### config.mk
export PLATFORM = sky130hd
export DESIGN_NAME = ita_hwpe_job_scheduler
export DESIGN_NICKNAME = d
export VERILOG_FILES = /design/src/rtl/ita_hwpe_job_scheduler.sv
export SDC_FILE = /design/constraint.sdc
export NUM_CORES = 1
export LEC_CHECK = 0
export ABC_AREA = 1
export BUFFER_PORTS_ARGS = -buffer_cell sky130_fd_sc_hd__buf_2
export CAP_MARGIN = 40
export CORE_MARGIN = 1.5
export CORE_UTILIZATION = 25
export DETAILED_ROUTE_END_ITERATION = 10
export GPL_TIMING_DRIVEN = 0
export HOLD_SLACK_MARGIN = 0.05
export PLACE_DENSITY_LB_ADDON = 0.2
export SYNTH_ARGS = -nofsm -noshare
export SYNTH_HDL_FRONTEND = slang
export SYNTH_SLANG_ARGS = --single-unit
### constraint.sdc
create_clock -name clk_i -period 8.3 [get_ports clk_i]
set_clock_uncertainty 0.15 [all_clocks]
set_input_delay 1.245 -clock clk_i [delete_from_list [all_inputs] [get_ports clk_i]]
set_output_delay 1.245 -clock clk_i [all_outputs]
set_load 0.02 [all_outputs]
### src/rtl/ita_hwpe_job_scheduler.sv
// ita_hwpe_job_scheduler
// Queues engine job descriptors in a small FIFO and sequences them one at a
// time: start pulse, wait for the engine to go busy (bounded), wait for it to
// go idle again (unbounded), then a done pulse with an optional timeout error.
//
// state     | meaning
// ----------+------------------------------------------------------------
// IDLE      | no job in flight; pops the FIFO head into ctrl_o if present
// START     | start_o pulse to the engine, timeout timer loaded
// WAIT_BUSY | waiting for eng_busy_i; timer expiry ends the job with error
// RUN       | engine busy; waits for eng_busy_i to drop
// DONE      | done_o pulse (err_o too on timeout); always returns to IDLE
module ita_hwpe_job_scheduler #(
    parameter int unsigned CTRL_W   = 64,
    parameter int unsigned DEPTH    = 4,
    parameter int unsigned START_TO = 16
) (
    input  logic                       clk_i,
    input  logic                       rst_i,
    input  logic                       desc_valid_i,
    output logic                       desc_ready_o,
    input  logic [CTRL_W-1:0]          desc_i,
    input  logic                       clear_i,
    output logic [CTRL_W-1:0]          ctrl_o,
    output logic                       start_o,
    input  logic                       eng_busy_i,
    output logic                       done_o,
    output logic                       err_o,
    output logic                       busy_o,
    output logic [$clog2(DEPTH):0]     pending_o,
    output logic [15:0]                jobs_done_o
);

    localparam int unsigned AW = $clog2(DEPTH);
    localparam int unsigned TW = (START_TO > 1) ? $clog2(START_TO) : 1;
    localparam logic [TW-1:0] TMR_LOAD = TW'(START_TO - 1);
    localparam logic [AW:0]   FULL_CNT = (AW + 1)'(DEPTH);

    typedef enum logic [2:0] {
        IDLE      = 3'd0,
        START     = 3'd1,
        WAIT_BUSY = 3'd2,
        RUN       = 3'd3,
        DONE      = 3'd4
    } state_t;

    state_t              state_q, state_d;
    logic [CTRL_W-1:0]   mem [DEPTH];
    logic [AW-1:0]       wptr_q, rptr_q;
    logic [AW:0]         count_q;
    logic [CTRL_W-1:0]   ctrl_q;
    logic [TW-1:0]       tmr_q;
    logic                err_q;
    logic [15:0]         jobs_done_q;
    logic                push, pop, timeout;

    assign desc_ready_o = (count_q != FULL_CNT);
    assign push         = desc_valid_i && desc_ready_o;
    assign pop          = (state_q == IDLE) && (count_q != '0);
    // Timer counts down from START_TO-1; reaching zero while still waiting
    // means START_TO idle cycles have elapsed in WAIT_BUSY.
    assign timeout      = (state_q == WAIT_BUSY) && !eng_busy_i && (tmr_q == '0);

    assign ctrl_o      = ctrl_q;
    assign pending_o   = count_q;
    assign jobs_done_o = jobs_done_q;

    // Descriptor storage; contents need no reset since occupancy guards reads.
    always_ff @(posedge clk_i) begin
        if (push && !clear_i) begin
            mem[wptr_q] <= desc_i;
        end
    end

    // FIFO pointers and occupancy; clear wins over a same-cycle push.
    always_ff @(posedge clk_i) begin
        if (rst_i || clear_i) begin
            wptr_q  <= '0;
            rptr_q  <= '0;
            count_q <= '0;
        end else begin
            if (push) wptr_q <= wptr_q + AW'(1);
            if (pop)  rptr_q <= rptr_q + AW'(1);
            if (push && !pop)      count_q <= count_q + (AW + 1)'(1);
            else if (!push && pop) count_q <= count_q - (AW + 1)'(1);
        end
    end

    // Engine control word captured only when a descriptor is popped.
    always_ff @(posedge clk_i) begin
        if (rst_i)    ctrl_q <= '0;
        else if (pop) ctrl_q <= mem[rptr_q];
    end

    // State register.
    always_ff @(posedge clk_i) begin
        if (rst_i) state_q <= IDLE;
        else       state_q <= state_d;
    end

    // Next-state logic.
    always_comb begin
        state_d = state_q;
        case (state_q)
            IDLE:      if (count_q != '0) state_d = START;
            START:     state_d = WAIT_BUSY;
            WAIT_BUSY: begin
                if (eng_busy_i)           state_d = RUN;
                else if (tmr_q == '0)     state_d = DONE;
            end
            RUN:       if (!eng_busy_i)   state_d = DONE;
            DONE:      state_d = IDLE;
            default:   state_d = IDLE;
        endcase
    end

    // Moore outputs decoded from the state register.
    always_comb begin
        start_o = (state_q == START);
        done_o  = (state_q == DONE);
        err_o   = (state_q == DONE) && err_q;
        busy_o  = (state_q != IDLE) || (count_q != '0);
    end

    // Start-acknowledge timeout down-counter.
    always_ff @(posedge clk_i) begin
        if (rst_i)                                           tmr_q <= '0;
        else if (state_q == START)                           tmr_q <= TMR_LOAD;
        else if (state_q == WAIT_BUSY && !eng_busy_i && tmr_q != '0)
                                                             tmr_q <= tmr_q - TW'(1);
    end

    // Error flag is only consumed in DONE, which is always entered straight
    // from the timeout cycle or from RUN.
    always_ff @(posedge clk_i) begin
        if (rst_i) err_q <= 1'b0;
        else       err_q <= timeout;
    end

    // Completed-job counter; timed-out jobs are not counted.
    always_ff @(posedge clk_i) begin
        if (rst_i)                            jobs_done_q <= '0;
        else if (state_q == DONE && !err_q)   jobs_done_q <= jobs_done_q + 16'd1;
    end

endmodule

==> summary.md <==
| Metric | Value |
|---|---|
| Run status | `finished, violations left` |
| Failing checks | `design-rule violations` |
| Critical-path maximum fanout | `5` |
| PD cells | `314.1 mW/mm2` |
| Vias per cell | `4.433` |
| Setup tns final | `0 ns` |
| Final setup fails | `0` |
| Wirelength, routed | `37790 um` |
| Worst hold path type | `flop to flop` |
| CP Launch Type | `flop` |
| GRT Resource Usage Total | `13.79%` |
| RR Startpoint | `pending_o[0]` |
| DP HPWL | `24660 um` |
| Setup Crit Path Kind | `flop to output pin` |
| Vias in the first global route | `9275` |
| Worst Path Required | `6.90 ns` |
| TritonRoute pass-1 iters | `8` |
| First-pass GRT wire length | `56620 um` |
| Max Clock Freq | `0.3263 GHz` |
| VDD IR max | `0.0001606 V` |
| Sequential share of the synthesized area | `71.65%` |
| Post-detailed-route count of antenna-violating nets | `0` |
| Leak | `6.185 nW` |
| FF-to-FF setup slack | `5.78 ns` |
| Largest net degree at the start of global routing | `23` |
| Post_cts resized | `0` |
| Chip width | `234.4 um` |
| Num CTS Buffers | `42` |
| Critical path endpoint category | `output pin` |
| Synth warn | `0` |
| Area grow syn2layout | `25.19%` |
| Final Hold Vio Count | `0` |
| Wire per inst | `17.92 um` |
| NumNets Final | `1463` |
| Clk sinks | `351` |
| Slew headroom | `52.97%` |
| Synthesis-stage register bit count | `351` |
| Worst-path clk slew | `0.06 ns` |
| FP Rows | `84` |
| Critical Path AT | `1.67 ns` |
| Postcts setup bufs | `0` |
| Vias | `9349` |
| # DRC | `11` |
| Initial antenna violation count | `9` |
| Gr ovfl total | `0` |
| Crit path launch | `state_q[0]` |
| Slew Limit Fails | `0` |
| I/O Buffers | `155` |
| Share of cells above drive strength 1 | `19.44%` |
| Hold_sp | `tmr_q[3]` |
| Initial core utilization | `25.37%` |
| Die Footprint | `0.05493 mm2` |
| Layout filler cell count | `5415` |
| Root Driver | `clkbuf_16` |
| Detailed Route Iter0 Violations | `463` |
| CTS Hold Buffers Added | `0` |
| Synthesized area per cell | `11.39 um2` |
| Post-Synthesis Cells | `1175` |
| Gpl congestion | `0.8324` |
| Mapped Area | `0.01338 mm2` |
| Worst-margin pin slew | `0.7012 ns` |
| Min cycle time layout | `3.065 ns` |
| Clock latency on the worst-skew pair | `0.58 ns` |
| Library cells used by synthesis | `29` |
| Placed Area | `0.01531 mm2` |
| TritonCTS clock tree | `yes` |
| Crit share post-route | `36.93%` |
| Die Span Y | `234.4 um` |
| Post-route cell area | `0.01676 mm2` |
| Unrepaired setup endpoints after global routing | `false` |
| Syn_nets | `1252` |
| Maximum root-to-sink buffer count | `3` |
| Maxcap violations | `0` |
| Ports | `157` |
| CTS H-tree lvls | `2` |
| CORE AREA | `0.05276 mm2` |
[power by group]
| part | switching, mW | leakage, nW | internal [mW] |
|---|---|---|---|
| Sequential | 0.0939 | 3.10 | 2.09 |
| Combinational | 0.817 | 2.38 | 0.371 |
| Clock | 0.758 | 0.702 | 1.13 |
| Total | 1.67 | 6.18 | 3.59 |
[Yosys cell counts]
cell type | n | area [um2]
nor2_1 | 306 | 1149
edfxtp_1 | 256 | 7687
o21ai_0 | 147 | 735.7
dfxtp_1 | 95 | 1902
o22ai_1 | 64 | 400.4
nand2_1 | 62 | 232.7
o21ai_1 | 60 | 300.3
inv_1 | 51 | 191.4
clkbuf_1 | 35 | 131.4
nand3_1 | 19 | 95.09
a21oi_1 | 18 | 90.09
buf_2 | 15 | 75.07
nand4_1 | 10 | 62.56
buf_4 | 7 | 52.55
ha_1 | 7 | 87.58
buf_6 | 6 | 67.56
inv_2 | 2 | 7.510
nor2_2 | 2 | 12.51
nor2_4 | 2 | 22.52
or2_2 | 2 | 12.51
a21boi_1 | 1 | 7.510
buf_1 | 1 | 3.750
clkbuf_2 | 1 | 5.000
clkinv_1 | 1 | 3.750
fa_1 | 1 | 20.02
nand2_2 | 1 | 6.260
nand3_2 | 1 | 10.01
nor3_1 | 1 | 5.000
nor3b_1 | 1 | 7.510
[path summary, 6_finish.rpt]
path,endpoint,depth (start not counted)
hold reg to reg,tmr_q[3],2
setup reg to reg,mem[2][63],7
setup / recovery,busy_o,5
hold / removal,tmr_q[3],2
[cell type report]
| type | count | area (um2) | share of cell area, % |
|---|---|---|---|
| Sequential cell | 351 | 9589 | 57.23 |
| Multi-Input combinational cell | 705 | 3287 | 19.62 |
| Clock buffer | 60 | 1221 | 7.288 |
| Timing Repair Buffer | 167 | 1031 | 6.153 |
| Tap cell | 688 | 860.8 | 5.137 |
| Buffer | 65 | 335.3 | 2.001 |
| Clock inverter | 18 | 226.5 | 1.352 |
| Inverter | 54 | 202.7 | 1.210 |
| Antenna cell | 1 | 2.502 | 0.01493 |
[layer usage]
layer / part of all wire (%) / wire, um / up-vias / track usage, %
met3: 5.6 / 2128 / 49 / 3.161
met4: 1.7 / 648 / 10 / 4.279
met1: 47 / 17590 / 4555 / 18.59
li1: - / - / 4560 / -
met5: 0.15 / 55 / - / 0
met2: 46 / 17370 / 175 / 21.93
[through the flow]
step	utilization, %	power [mW]	hold slack [ns]	worst slack [ns]	instances
3_3_place_gp	28.47	3.424	0.3411	0.1914	2018
3_5_place_dp	29.01	3.436	0.3464	4.983	2030
4_1_cts	31.75	5.361	0.3538	5.192	2108
2_1_floorplan	-	2.955	0.3270	3.314	1175
6_report	31.76	5.263	0.3520	5.235	2109
5_1_grt	31.76	5.553	0.3770	5.117	2109
[registers in the layout, indices dropped and copies added, names as in the netlist]
name / cells
rptr_q: 2
mem: 256
wptr_q: 2
ctrl_o: 64
tmr_q: 4
err_q: 1
jobs_done_o: 16
state_q: 3
pending_o: 3
[critical path: stages, from the launching register on]
cell and delay [ns]:
dfxtp_1 0.36, nor2_4 0.15, nand2_2 0.09, nor2_1 0.29, inv_1 0.06, buf_2 0.16
[kinds of logic (layout without fill, tap and decap cells)]
group / after synthesis / in the layout / share of synthesized area (%)
AOI/OAI and AO/OA: 290 / 290 / 11.46
other: 0 / 1 / 0
DFF: 351 / 351 / 71.65
and+or+nand+nor: 407 / 407 / 12.07
adders and majority gates: 8 / 8 / 0.8039
buffers and inverters: 119 / 364 / 4.020
[cell usage in the layout, fill, tap and decap left out, types with 3 or more instances in the layout]
cell type    n
a21oi_1     18
buf_12      10
buf_2      170
buf_4        7
buf_6        6
bufinv_16    3
clkbuf_1    45
clkbuf_16   44
clkbuf_8     6
clkinv_1     3
clkinv_2     4
dfxtp_1     95
edfxtp_1   256
ha_1         7
inv_1       51
inv_6        3
nand2_1     62
nand3_1     19
nand4_1     10
nor2_1     302
nor2_4       6
o21ai_0    147
o21ai_1     60
o22ai_1     64
(Power assumes the default switching activity.)
